$ cat config.mk
export PLATFORM = sky130hd
export DESIGN_NAME = disp_share_arb
export DESIGN_NICKNAME = d
export VERILOG_FILES = /design/src/rtl/disp_share_arb.sv
export SDC_FILE = /design/constraint.sdc
export NUM_CORES = 1
export LEC_CHECK = 0
export BUFFER_PORTS_ARGS = -buffer_cell sky130_fd_sc_hd__buf_2
export CAP_MARGIN = 20
export CORE_MARGIN = 3
export CORE_UTILIZATION = 30
export DETAILED_ROUTE_END_ITERATION = 16
export HOLD_SLACK_MARGIN = 0.05
export SLEW_MARGIN = 20
export SYNTH_ARGS = -nofsm -noshare
export SYNTH_HDL_FRONTEND = slang
export SYNTH_SLANG_ARGS = --single-unit
$ cat constraint.sdc
create_clock -name clk -period 4.3 [get_ports clk]
set_input_delay 0.645 -clock clk [delete_from_list [all_inputs] [get_ports clk]]
set_output_delay 0.645 -clock clk [all_outputs]
set_load 0.01 [all_outputs]
$ cat src/rtl/disp_share_arb.sv
`default_nettype none
// ============================================================================
//  Module   : disp_share_arb
//  Purpose  : Shares the 4-digit multiplexed 7-segment display between two
//             requesters. Ownership is granted round-robin with a minimum
//             hold time, and the owner's 16-bit hex value is encoded into
//             four active-low segment patterns for disp_mux.
//  Ports    :
//    clk          - system clock
//    reset        - synchronous, active-high reset
//    req[1:0]     - req[i] high = requester i wants the display
//    val0, val1   - requester hex values, [3:0] is digit 0 (rightmost)
//    dp0, dp1     - requester decimal points, bit i lights digit i
//    gnt[1:0]     - one-hot grant, 2'b00 when idle
//    in0..in3     - digit 0..3 segment patterns {~dp, g..a}, active-low
//    switch_p     - one-cycle pulse aligned with every change of gnt
//  Revision : 1.0  initial release
// ============================================================================
module disp_share_arb #(
    parameter int HOLD_CYCLES = 50_000_000,
    parameter int CNT_W       = 26
) (
    input  logic        clk,
    input  logic        reset,
    input  logic [1:0]  req,
    input  logic [15:0] val0,
    input  logic [15:0] val1,
    input  logic [3:0]  dp0,
    input  logic [3:0]  dp1,
    output logic [1:0]  gnt,
    output logic [7:0]  in0,
    output logic [7:0]  in1,
    output logic [7:0]  in2,
    output logic [7:0]  in3,
    output logic        switch_p
);

    localparam logic [CNT_W-1:0] c_HOLD_MAX = CNT_W'(HOLD_CYCLES - 1);
    localparam logic [CNT_W-1:0] c_CNT_ONE  = {{(CNT_W-1){1'b0}}, 1'b1};

    // State encoding doubles as the grant vector.
    typedef enum logic [1:0] {
        S_IDLE = 2'b00,
        S_OWN0 = 2'b01,
        S_OWN1 = 2'b10
    } state_t;

    state_t            state_q, state_d;
    logic              last_q, last_d;
    logic [CNT_W-1:0]  cnt_q, cnt_d;
    logic              switch_q;
    logic [3:0][7:0]   dig_q;
    logic [3:0][7:0]   dig_d;

    logic              w_hold_done;
    logic              w_state_chg;
    logic [15:0]       w_val;
    logic [3:0]        w_dp;
    logic              w_idle;

    // Hex digit to segments g..a, active-low.
    function automatic logic [6:0] seg7(input logic [3:0] h);
        logic [6:0] s;
        case (h)
            4'h0: s = 7'h40;
            4'h1: s = 7'h79;
            4'h2: s = 7'h24;
            4'h3: s = 7'h30;
            4'h4: s = 7'h19;
            4'h5: s = 7'h12;
            4'h6: s = 7'h02;
            4'h7: s = 7'h78;
            4'h8: s = 7'h00;
            4'h9: s = 7'h10;
            4'hA: s = 7'h08;
            4'hB: s = 7'h03;
            4'hC: s = 7'h46;
            4'hD: s = 7'h21;
            4'hE: s = 7'h06;
            default: s = 7'h0E;
        endcase
        return s;
    endfunction

    assign w_hold_done = (cnt_q == c_HOLD_MAX);

    // ------------------------------------------------------------------
    // Next-state logic
    // ------------------------------------------------------------------
    always_comb begin
        state_d = state_q;
        case (state_q)
            S_IDLE: begin
                case (req)
                    2'b01:   state_d = S_OWN0;
                    2'b10:   state_d = S_OWN1;
                    // Tie goes to whoever was not served most recently.
                    2'b11:   state_d = last_q ? S_OWN0 : S_OWN1;
                    default: state_d = S_IDLE;
                endcase
            end
            S_OWN0: begin
                if (!req[0]) begin
                    state_d = req[1] ? S_OWN1 : S_IDLE;
                end else if (req[1] && w_hold_done) begin
                    state_d = S_OWN1;
                end
            end
            S_OWN1: begin
                if (!req[1]) begin
                    state_d = req[0] ? S_OWN0 : S_IDLE;
                end else if (req[0] && w_hold_done) begin
                    state_d = S_OWN0;
                end
            end
            default: state_d = S_IDLE;
        endcase
    end

    assign w_state_chg = (state_d != state_q);

    always_comb begin
        last_d = last_q;
        if (state_d == S_OWN0) begin
            last_d = 1'b0;
        end else if (state_d == S_OWN1) begin
            last_d = 1'b1;
        end
    end

    // Counter saturates so a long-running sole owner yields at once when
    // the other side finally asks.
    always_comb begin
        cnt_d = cnt_q;
        if (w_state_chg || (state_q == S_IDLE)) begin
            cnt_d = '0;
        end else if (!w_hold_done) begin
            cnt_d = cnt_q + c_CNT_ONE;
        end
    end

    // ------------------------------------------------------------------
    // Output datapath: patterns follow the current owner, so they land one
    // edge after the grant that selects them.
    // ------------------------------------------------------------------
    always_comb begin
        w_val  = 16'h0000;
        w_dp   = 4'h0;
        w_idle = 1'b0;
        case (state_q)
            S_OWN0: begin
                w_val = val0;
                w_dp  = dp0;
            end
            S_OWN1: begin
                w_val = val1;
                w_dp  = dp1;
            end
            default: w_idle = 1'b1;
        endcase
    end

    for (genvar gi = 0; gi < 4; gi++) begin : g_digit
        assign dig_d[gi] = w_idle ? 8'hFF
                                  : {~w_dp[gi], seg7(w_val[gi*4 +: 4])};
    end

    // ------------------------------------------------------------------
    // Registers
    // ------------------------------------------------------------------
    always_ff @(posedge clk) begin
        if (reset) begin
            state_q  <= S_IDLE;
            last_q   <= 1'b1;
            cnt_q    <= '0;
            switch_q <= 1'b0;
            dig_q    <= {4{8'hFF}};
        end else begin
            state_q  <= state_d;
            last_q   <= last_d;
            cnt_q    <= cnt_d;
            switch_q <= w_state_chg;
            dig_q    <= dig_d;
        end
    end

    assign gnt      = state_q;
    assign switch_p = switch_q;
    assign in0      = dig_q[0];
    assign in1      = dig_q[1];
    assign in2      = dig_q[2];
    assign in3      = dig_q[3];

endmodule
`default_nettype wire

==> results.md, run 1 <==
- Post-CTS Setup Repair Bufs: 0
- Number of top-level pins: 79
- Cts bufs inserted: 9
- Switching component of the power: 470 uW
- Count of state elements after synthesis: 62
- Reg-to-reg setup timing slack: 1.23 ns
- WL met3: 605 um
- Synthesized Nets: 517
- Arrival time reported for the critical path endpoint: 3.29 ns
- IR drop worst, VDD: 152 uV
- TritonCTS clock tree: yes
- Die Y-Extent: 116 um
- Placed wire-length estimate: 7250 um
- Mean cell area of the mapped netlist: 8.21 um^2
- Highest metal layer with signal wires: met4
- Number of buffers on the longest clock path: 2
- Timing-limited maximum frequency: 0.326 GHz
- Number of buffers inserted by port buffering: 78
- Total count of max-transition violations in the final report: 0
- Layout cell share with drive strength beyond 1: 0.197
- Clock share of power: 0.444
- Overall overflow remaining after global route: 0
- Part of the power in combinational logic: 0.178
- Most common flop cell mapped by yosys: dfxtp_1
- Fill cell total of the finished layout: 1184
- Total setup violations reported at the end of the flow: 0
- Post-layout nets: 586
- Pwr per Cell Area: 368 mW/mm^2
- Number of instances in the synthesized netlist: 443
- Relative max-transition margin: 0.324
- Endpoint required time on the critical path: 4.52 ns
- End point of the worst hold path: cnt_q[1]$_SDFFE_PP0P_
- Critical hold path startpoint: cnt_q[1]$_SDFFE_PP0P_
- Synth top area share: 0.341
- Slew at the pin closest to its max-slew limit: 1.01 ns
- Kind of critical path: flip-flop to flip-flop
- Maximum fanout count along the critical path: 20
- Internal power: 1160 uW
- Proportion of total power due to net switching: 0.288
- Crit Reg-Reg Endpoint: in0[0]$_SDFF_PP1_
- Worst reg-to-reg path cell count: 8
- Per-cell via count in the routed design: 5.24
- Width of the chip: 116 um
- Final period util: 0.714
- Largest cells by area after synthesis: dfxtp_1 34%, ha_1 10%, nand2_1 5.6%
- Clk Latency, worst-skew pair: 0.33 ns
- Post-CTS Hold Buffers: 0
- Area of the die: 0.0135 mm^2
- Routability Congestion: 0.862
- Initial standard-cell utilization of the core: 0.313
- Synth-to-Final Area Change: 22.1%
- Number of distinct library cells after synthesis: 49
- Hold Crit Depth: 2
- DRT antenna net count: 0
- Diode insertion count for antenna repair: 0
- DRC errors left: 0
- Unrepaired setup endpoints after global routing: false
- Area of the multi-input gates: 0.00223 mm^2
- Finished Core Util: 0.382
- Min-Delay Path Class: flip-flop to flip-flop
- Final hold vios: 0
- Via Count: 3456
- Area used by sequential logic in the layout: 0.00124 mm^2
- Synth async-reset ratio: 0
- Number of design-rule violations left by the first detailed-router iteration: 306
- Detailed route wirelength on metal2: 4470 um
- Count of flip-flops with a built-in enable after synthesis: 0
- Wire length on met1: 4430 um
- Kind of capture point of the worst setup path: flip-flop
- Most area-hungry cell type in the Yosys netlist: dfxtp_1
- Critical path startpoint category: flip-flop
- Syn. warnings: 0
- Drt total wl: 9660 um
- CTS sink count: 62
- Number of resized instances in the post-cts repair step: 0
- CTS H-Tree Depth: 3
- Final sum of negative setup slack: 0 ns
- Outcome: completed
- Seq pwr share: 0.378
- Mapped Area: 0.00364 mm^2
- Register area share after synthesis: 0.341
- CTS clk-pin slew, worst paths: 0.06 ns
- Static Leakage: 0.00172 uW
- Clock skew: 0.00714 ns
- Initial antenna violation count: 0
- Startpoint of the most critical register-to-register path: gnt[0]$_SDFF_PP0_
- Std-Cell Core Area: 0.0116 mm^2
- Standard-cell rows: 39
- Max cap viols: 0
- Total Routing Usage GR: 0.149
- Number of global-route vias before repair: 3357
- Clock tree root buffer cell: clkbuf_16
- Detailed-route wire length per cell: 14.6 um
- Wire length of the first global-routing pass: 16100 um
- Minimum clock period after layout: 3.07 ns
- Total iterations of the first detailed-routing run: 5
- Pin count of the biggest net entering global routing: 27
[per-stage QoR]
stage	cell area [um^2]	instances	hold slack, ns	total power [uW]	setup WS [ns]
after global routing	4440	660	0.491	1720	0.937
after detailed placement	4140	644	0.466	918	1.28
after floorplan	3640	443	0.448	816	1.62
final	4440	660	0.473	1630	1.23
after global placement	4140	644	0.458	917	1.37
after CTS	4440	660	0.474	1650	1.26
[worst max path at each step]
stage,to,startpoint,cells after the start
2_1_floorplan,in1[3]$_SDFF_PP1_,gnt[0]$_SDFF_PP0_,12
3_3_place_gp,in0[0]$_SDFF_PP1_,gnt[0]$_SDFF_PP0_,8
3_5_place_dp,in3[4]$_SDFF_PP1_,gnt[0]$_SDFF_PP0_,9
4_1_cts,in1[3]$_SDFF_PP1_,gnt[0]$_SDFF_PP0_,10
5_1_grt,in3[4]$_SDFF_PP1_,gnt[0]$_SDFF_PP0_,9
6_report,in0[0]$_SDFF_PP1_,gnt[0]$_SDFF_PP0_,8
[state kept, by name (all words and copies together) (netlist names)]
name,count
last_q,1
gnt,2
switch_p,1
in2,8
in0,8
in1,8
cnt_q,26
in3,8
[cell type report]
cell class,count,area share
multi-input cells,339,0.503
flip-flops and latches,62,0.280
repair buffers,82,0.0947
clock buffers,9,0.0507
well taps,143,0.0403
clock inverters,7,0.0169
inverters,18,0.0152
[critical path, cell delays in order (launching register included)]
cell      delay (ns)
dfxtp_1         0.50
inv_1           0.19
ha_1            0.47
buf_4           0.32
a22oi_1         0.83
nand2_1         0.20
nor2b_1         0.20
o221ai_1        0.17
nand2_1         0.07
[placed cells by master (no fill, tap or decap), types with 16 or more instances in the layout]
master   Yosys  layout
nand2_1     54      54
ha_1        30      30
inv_1       18      18
a21oi_1     18      18
buf_2        6      78
xor2_1      16      16
nand3_1     17      17
dfxtp_1     62      62
nor2_1      46      46
o21ai_0     23      23
[kinds of logic after synthesis]
kind of cell             count (synthesis)  synth area share
multiplexers                             8            0.0220
XOR/XNOR                                24            0.0578
flip-flops                              62             0.341
AO/OA/AOI/OAI                          106             0.203
buffers and inverters                   42            0.0454
AND/OR/NAND/NOR                        171             0.227
adder cells (fa/ha/maj)                 30             0.103
[per-layer routing]
layer,up-vias,global-route usage
met3,19,0.0461
met1,1578,0.191
li1,1735,-
met5,-,0
met2,124,0.234
met4,0,0.0572
[Yosys cell counts, drive strengths merged, types with 3 or more instances]
cell	instances
nand2b	6
xor2	16
nor2	46
a22o	14
a31oi	4
o311ai	3
o221ai	6
clkbuf	14
mux2i	8
nand4	10
buf	10
or3	3
dfxtp	62
nor4	6
and2	5
and4	5
a211oi	4
o21ai	23
inv	18
nor3	9
a22oi	14
nand3	18
a21oi	18
nand2	54
xnor2	8
ha	30
[power by group through the flow]
stage                     sequential (uW)  combinational, uW  clock [uW]
final                                 618                290         726
after global routing                  621                323         773
after CTS                             618                289         745
after detailed placement              630                287           0
after global placement                630                286           0
after floorplan                       643                173           0
Note: power is estimated with default switching activity, not from simulation.
==> run 2: changes to the inputs <==
Settings changed: ABC_AREA from default to 1.
Clock period 4.3 ns to 2.7 ns, I/O delays scaled along.
==> run 2 against run 1 <==
  * Flip-flop and latch count is the same
  * Register-to-register slack lost 0.95 ns
  * Critical endpoint is now in0[3]$_SDFF_PP1_
  * Cell count is 22% higher
  * Largest cell class unchanged
  * Non-clock buffer count up 4
  * Die area is 7.2% higher
  * Core utilization down 0.25 points
  * Synthesized cell count up 22%
  * Clock skew shrank 0.0015 ns
==> results.md, run 2 <==
- Part of the power in combinational logic: 0.221 (+0.043)
- Synth top area share: 0.317 (-0.0242)
- Critical path startpoint category: flip-flop
- Clock share of power: 0.408 (-0.036)
- Clk Latency, worst-skew pair: 0.33 ns (about the same)
- Total setup violations reported at the end of the flow: 0 (unchanged)
- Most common flop cell mapped by yosys: dfxtp_1
- Final hold vios: 0 (unchanged)
- Die Y-Extent: 120 um (+3.6%)
- CTS clk-pin slew, worst paths: 0.05 ns (about the same)
- Min-Delay Path Class: input port to flip-flop
- Initial antenna violation count: 0 (unchanged)
- Synth async-reset ratio: 0 (unchanged)
- Diode insertion count for antenna repair: 0 (unchanged)
- Final Worst Setup Slack: 0.279 ns (-0.950 ns)
- Top cells by count, synth: 103 x nand2_1, 89 x inv_1, 66 x nor2_1
- Width of the chip: 120 um (+3.6%)
- Most used standard cell by instance count after synthesis: nand2_1
- Pin count of the biggest net entering global routing: 27 (unchanged)
- Area of the die: 0.0145 mm^2 (+7.2%)
- Max FFs per register: 26 (unchanged)
- Clock skew: 0.00567 ns (-0.00147 ns)
- IR drop worst, VDD: 302 uV (+99%)
- CP max stage delay: 0.37 ns (-0.46 ns)
- Mean cell area of the mapped netlist: 7.26 um^2 (-12%)
- Total count of max-transition violations in the final report: 0 (unchanged)
- Number of distinct library cells after synthesis: 29 (-41%)
- Standard-cell rows: 41 (+5.1%)
- Layout Cell Area excl Fill: 0.00481 mm^2 (+8.4%)
- Fill cell total of the finished layout: 1295 (+9.4%)
- DRC errors left: 0 (unchanged)
- Number of placed instances, taps included: 788 (+22%)
- Maximum fanout count along the critical path: 8 (-60%)
- Worst path buffer plus inverter count: 4 (+2)
- Number of resized instances in the post-cts repair step: 0 (unchanged)
- Arrival time reported for the critical path endpoint: 2.60 ns (-0.69 ns)
- Number of instances in the synthesized netlist: 539 (+22%)
- Register area share after synthesis: 0.317 (-0.0242)
- Most area-hungry cell type in the Yosys netlist: dfxtp_1
- Worst setup slack before clock tree synthesis: 0.340 ns (-0.944 ns)
- Area used by sequential logic in the layout: 0.00124 mm^2 (unchanged)
- Total iterations of the first detailed-routing run: 5 (unchanged)
- Pwr per Cell Area: 569 mW/mm^2 (+55%)
- Kind of critical path: flip-flop to flip-flop
- Relative max-transition margin: 0.637 (+0.312)
- Clock tree root buffer cell: clkbuf_16
- Area of the multi-input gates: 0.00226 mm^2 (+1.5%)
- Fin Hold WS: 0.341 ns (-0.132 ns)
- Internal power: 1920 uW (+65%)
- Proportion of total power due to net switching: 0.299 (+0.0112)
- Total Routing Usage GR: 0.135 (-0.0134)
- Minimum clock period after layout: 2.42 ns (-0.650 ns)
- Synthesized Nets: 613 (+19%)
- Count of state elements after synthesis: 62 (unchanged)
- Wire length of the first global-routing pass: 16000 um (-0.77%)
- Largest cells by area after synthesis: dfxtp_1 32%, nand2_1 9.9%, ha_1 9.6%
- Most frequent standard cell in the layout excluding fill and tap cells: nand2_1
- Detailed-route wire length per cell: 11.8 um (-20%)
- Switching component of the power: 818 uW (+74%)
- Post-layout nets: 701 (+20%)
- Slew at the pin closest to its max-slew limit: 0.545 ns (-0.469 ns)
- Per-cell via count in the routed design: 4.49 (-14%)
- Post-route non-filler standard cell count: 804 (+22%)
- Post-CTS Setup Repair Bufs: 0 (unchanged)
- Post-CTS Hold Buffers: 0 (unchanged)
- Wire length on met1: 4200 um (-5.0%)
- Count of flip-flops with a built-in enable after synthesis: 0 (unchanged)
- Number of global-route vias before repair: 3504 (+4.4%)
- Number of design-rule violations left by the first detailed-router iteration: 164 (-46%)
- Final sum of negative setup slack: 0 ns (unchanged)
- Detailed route wirelength on metal2: 4590 um (+2.7%)
- Family with the most delay on the worst path: buffers and inverters
- CTS H-Tree Depth: 3 (unchanged)
- Timing-limited maximum frequency: 0.413 GHz (+27%)
- Overall overflow remaining after global route: 0 (unchanged)
- Most used cells in the layout excluding fill and tap cells: 103 x nand2_1, 89 x inv_1, 78 x buf_2, 65 x nor2_1, 62 x dfxtp_1
- Endpoint required time on the critical path: 2.88 ns (-1.64 ns)
- Cell repeated most along the worst path: inv_1
- Most flops, register: cnt_q
- Number of buffers inserted by port buffering: 78 (unchanged)
- Outcome: completed
- Seq pwr share: 0.371 (-0.007)
- Placed wire-length estimate: 7420 um (+2.4%)
- Synth-to-Final Area Change: 22.9%
- Cts bufs inserted: 9 (unchanged)
- Routability Congestion: 0.870 (+1.0%)
- Static Leakage: 0.00206 uW (+20%)
- Cell at the slowest stage of the critical path: ha_1
- Mapped Area: 0.00392 mm^2 (+7.6%)
- Number of buffers on the longest clock path: 2 (unchanged)
- Kind of capture point of the worst setup path: flip-flop
- Critical path, cell by cell: inv_1, ha_1, inv_1, o22ai_1, inv_1, nor2_1, inv_1, nand2_1, nand2_1, nand2_1, nand3_1
- Final period util: 0.897 (+0.182)
- Max cap viols: 0 (unchanged)
- DRT antenna net count: 0 (unchanged)
- Unrepaired setup endpoints after global routing: false
- WL met3: 509 um (-16%)
- Number of top-level pins: 79 (unchanged)
- Initial standard-cell utilization of the core: 0.309 (-0.00421)
- Drt total wl: 9450 um (-2.2%)
- Layout cell share with drive strength beyond 1: 0.217 (+0.0195)
- Placed cell area: 0.00453 mm^2 (+9.4%)
- Std-Cell Core Area: 0.0127 mm^2 (+9.1%)
- Via Count: 3612 (+4.5%)
- CTS sink count: 62 (unchanged)
- TritonCTS clock tree: yes
- Syn. warnings: 0 (unchanged)
- Highest metal layer with signal wires: met4
[run 2: cells by family after synthesis]
logic type,after synthesis,share of synthesized area
xor+xnor,25,0.0559
simple gates,266,0.333
compound gates,55,0.0927
buf+inv,101,0.105
fa+ha+maj,30,0.0959
flops,62,0.317
[run 2: worst paths after layout]
| kind | cells after the start | from | to | slack [ns] |
|---|---|---|---|---|
| worst max register to register | 11 | gnt[0]$_SDFF_PP0_ | in0[3]$_SDFF_PP1_ | 0.28 |
| worst max-delay path | 11 | gnt[0]$_SDFF_PP0_ | in0[3]$_SDFF_PP1_ | 0.28 |
| worst min-delay path | 3 | dp1[2] | in2[7]$_SDFF_PP1_ | 0.34 |
| worst min register to register | 2 | last_q$_SDFFE_PP1P_ | last_q$_SDFFE_PP1P_ | 0.48 |
[run 2: through the flow]
| stage | total power (uW) | utilization |
|---|---|---|
| after floorplan | 1430 | - |
| after global placement | 1640 | 0.357 |
| after detailed placement | 1640 | 0.357 |
| after CTS | 2780 | 0.380 |
| after global routing | 2900 | 0.380 |
| final | 2740 | 0.380 |
[run 2: per-layer routing]
layer,vias up,track usage
met3,16,0.0304
met1,1603,0.163
li1,1887,-
met2,106,0.236
met5,-,0
met4,0,0.0482
[run 2: power by group through the flow]
stage / registers (uW) / logic, uW / clock network [uW]
floorplan: 1070 / 360 / 0
global placement: 1030 / 605 / 0
detailed placement: 1040 / 607 / 0
CTS: 1020 / 612 / 1150
global route: 1020 / 685 / 1190
finish: 1020 / 606 / 1120
[run 2: area by class of cell]
cell class / instances / share of cell area
clock inverters: 5 / 0.0104
flip-flops and latches: 62 / 0.258
inverters: 92 / 0.0718
clock buffers: 11 / 0.0484
repair buffers: 86 / 0.0962
multi-input cells: 376 / 0.471
well taps: 172 / 0.0447
[run 2: worst reg2reg max path: stages (launching register included)]
cell and delay, ns:
dfxtp_1 0.35, inv_1 0.15, ha_1 0.37, inv_1 0.22, o22ai_1 0.36, inv_1 0.10, nor2_1 0.28, inv_1 0.14
nand2_1 0.11, nand2_1 0.07, nand2_1 0.05, nand3_1 0.08
==> run 3: changes to the inputs <==
Settings changed: RECOVER_POWER from default to 100.
==> run 3 against run 2 <==
  * Global-route usage stayed put
  * Non-clock buffer count is the same
  * Clock-buffer cell count unchanged
  * Clock skew hardly changed
  * Via count decreased by 0.22%
  * Highest routed layer unchanged
==> results.md, run 3 (same netlist as run 2, synthesis figures left out) <==
- Layout cell share with drive strength beyond 1: 0.131 (-0.0854)
- Max FFs per register: 26 (unchanged)
- Clk Latency, worst-skew pair: 0.33 ns (about the same)
- Startpoint of the most critical register-to-register path: gnt[0]$_SDFF_PP0_
- Max cap viols: 0 (unchanged)
- Routability Congestion: 0.870 (unchanged)
- Diode insertion count for antenna repair: 0 (unchanged)
- Detailed route wirelength on metal2: 4580 um (-0.20%)
- Per-cell via count in the routed design: 4.48 (-0.22%)
- Maximum fanout count along the critical path: 8 (unchanged)
- Kind of capture point of the worst setup path: flip-flop
- Slew at the pin closest to its max-slew limit: 0.543 ns (-0.00111 ns)
- Endpoint required time on the critical path: 2.88 ns (about the same)
- Final period util: 0.898 (+0.00118)
- Worst reg-to-reg path cell count: 11 (unchanged)
- Synth-to-Final Area Change: 18.4%
- Pin count of the biggest net entering global routing: 27 (unchanged)
- Standard-cell rows: 41 (unchanged)
- Timing-limited maximum frequency: 0.412 GHz (-0.13%)
- Total Routing Usage GR: 0.135 (unchanged)
- DRT antenna net count: 0 (unchanged)
- Detailed-route wire length per cell: 11.7 um (-0.28%)
- Reg-to-reg setup timing slack: 0.28 ns (about the same)
- Number of resized instances in the post-cts repair step: 0 (unchanged)
- Most frequent standard cell in the layout excluding fill and tap cells: nand2_1
- Crit Reg-Reg Endpoint: in0[3]$_SDFF_PP1_
- Post-layout nets: 701 (unchanged)
- CTS sink count: 62 (unchanged)
- Unrepaired setup endpoints after global routing: false
- Die Y-Extent: 120 um (unchanged)
- IR drop worst, VDD: 296 uV (-1.9%)
- End point of the worst hold path: in2[7]$_SDFF_PP1_
- Highest metal layer with signal wires: met4
- WL met3: 471 um (-7.5%)
- Final hold vios: 0 (unchanged)
- Cts bufs inserted: 9 (unchanged)
- Final sum of negative setup slack: 0 ns (unchanged)
- Total setup violations reported at the end of the flow: 0 (unchanged)
- Via Count: 3604 (-0.22%)
- Post-CTS Setup Repair Bufs: 0 (unchanged)
- Wire length on met1: 4220 um (+0.40%)
- Number of buffers inserted by port buffering: 78 (unchanged)
- Arrival time reported for the critical path endpoint: 2.61 ns (about the same)
- Number of buffers on the longest clock path: 2 (unchanged)
- Overall overflow remaining after global route: 0 (unchanged)
- Area of the die: 0.0145 mm^2 (unchanged)
- Hold Crit Depth: 3 (unchanged)
- Drt total wl: 9420 um (-0.28%)
- Total iterations of the first detailed-routing run: 5 (unchanged)
- Min-Delay Path Class: input port to flip-flop
- TritonCTS clock tree: yes
- Post-CTS Hold Buffers: 0 (unchanged)
- Relative max-transition margin: 0.637 (+0.000743)
- Initial standard-cell utilization of the core: 0.309 (unchanged)
- CTS H-Tree Depth: 3 (unchanged)
- Critical hold path startpoint: dp1[2]
- Number of design-rule violations left by the first detailed-router iteration: 172 (+4.9%)
- Number of top-level pins: 79 (unchanged)
- DRC errors left: 0 (unchanged)
- Minimum clock period after layout: 2.42 ns (+0.00320 ns)
- Total count of max-transition violations in the final report: 0 (unchanged)
- Most flops, register: cnt_q
- Fin Hold WS: 0.342 ns (+0.000705 ns)
- Placed wire-length estimate: 7420 um (unchanged)
- CTS clk-pin slew, worst paths: 0.05 ns (about the same)
- Most used cells in the layout excluding fill and tap cells: 104 x nand2_1, 89 x inv_1, 82 x nor2_1, 62 x dfxtp_1, 43 x buf_2
- Pwr per Cell Area: 584 mW/mm^2 (+2.6%)
- Initial antenna violation count: 0 (unchanged)
- Kind of critical path: flip-flop to flip-flop
- Clock tree root buffer cell: clkbuf_16
- Outcome: completed
- Wire length of the first global-routing pass: 16000 um (unchanged)
- Std-Cell Core Area: 0.0127 mm^2 (unchanged)
- Width of the chip: 120 um (unchanged)
- Number of global-route vias before repair: 3504 (unchanged)
- Critical path startpoint category: flip-flop
- Clock skew: 0.00603 ns (+0.000364 ns)
- Static Leakage: 0.00199 uW (-3.1%)
==> run 3: cell types whose count changed in the layout (fill, tap and decap cells not counted), sizes merged <==
cell	change
clkbuf	+38
buf	-38
==> run 3: worst max-delay path by stage <==
stage	from	end	slack [ns]
5_1_grt	gnt[0]$_SDFF_PP0_	in0[3]$_SDFF_PP1_	0.07
4_1_cts	gnt[0]$_SDFF_PP0_	in0[3]$_SDFF_PP1_	0.31
3_3_place_gp	gnt[1]$_SDFF_PP0_	in2[3]$_SDFF_PP1_	0.44
2_1_floorplan	gnt[0]$_SDFF_PP0_	in0[3]$_SDFF_PP1_	0.46
6_report	gnt[0]$_SDFF_PP0_	in0[3]$_SDFF_PP1_	0.28
3_5_place_dp	gnt[0]$_SDFF_PP0_	in0[3]$_SDFF_PP1_	0.34
==> run 3: layout make-up <==
class	count	area, um^2
Clock buffer	11	233
Clock inverter	5	50.0
Multi-Input combinational cell	376	2140
Fill cell	1332	8040
Tap cell	172	215
Inverter	92	345
Timing Repair Buffer	86	410
Sequential cell	62	1240
==> run 3: layer usage <==
metal | vias to the layer above | GRT usage
met5 | - | 0
met4 | 0 | 0.0482
met2 | 105 | 0.236
met3 | 16 | 0.0304
li1 | 1888 | -
met1 | 1595 | 0.163
==> run 3: metrics by stage <==
stage	util	cell area (um^2)	worst slack, ns	power (uW)	std cells
6_report	0.366	4630	0.276	2710	804
5_1_grt	0.366	4630	0.0733	2860	804
4_1_cts	0.380	4810	0.314	2780	804
3_5_place_dp	0.357	4530	0.340	1640	788
3_3_place_gp	0.357	4530	0.441	1640	788
2_1_floorplan	-	3920	0.455	1430	539
==> run 3: worst max-delay path, cell delays in order (launching register included) <==
cell and delay [ns]:
dfxtp_1 0.35, inv_1 0.15, ha_1 0.36, inv_1 0.22, o22ai_1 0.36, inv_1 0.10, nor2_1 0.28, inv_1 0.14
nand2_1 0.11, nand2_1 0.07, nand2_1 0.06, nand3_1 0.08
==> run 3: where the power goes <==
group,switching [uW],total [uW],internal (uW),leakage [uW]
registers,28.1,1020,991,0.000506
clock network,410,1120,708,0.000143
logic,370,569,199,0.00134
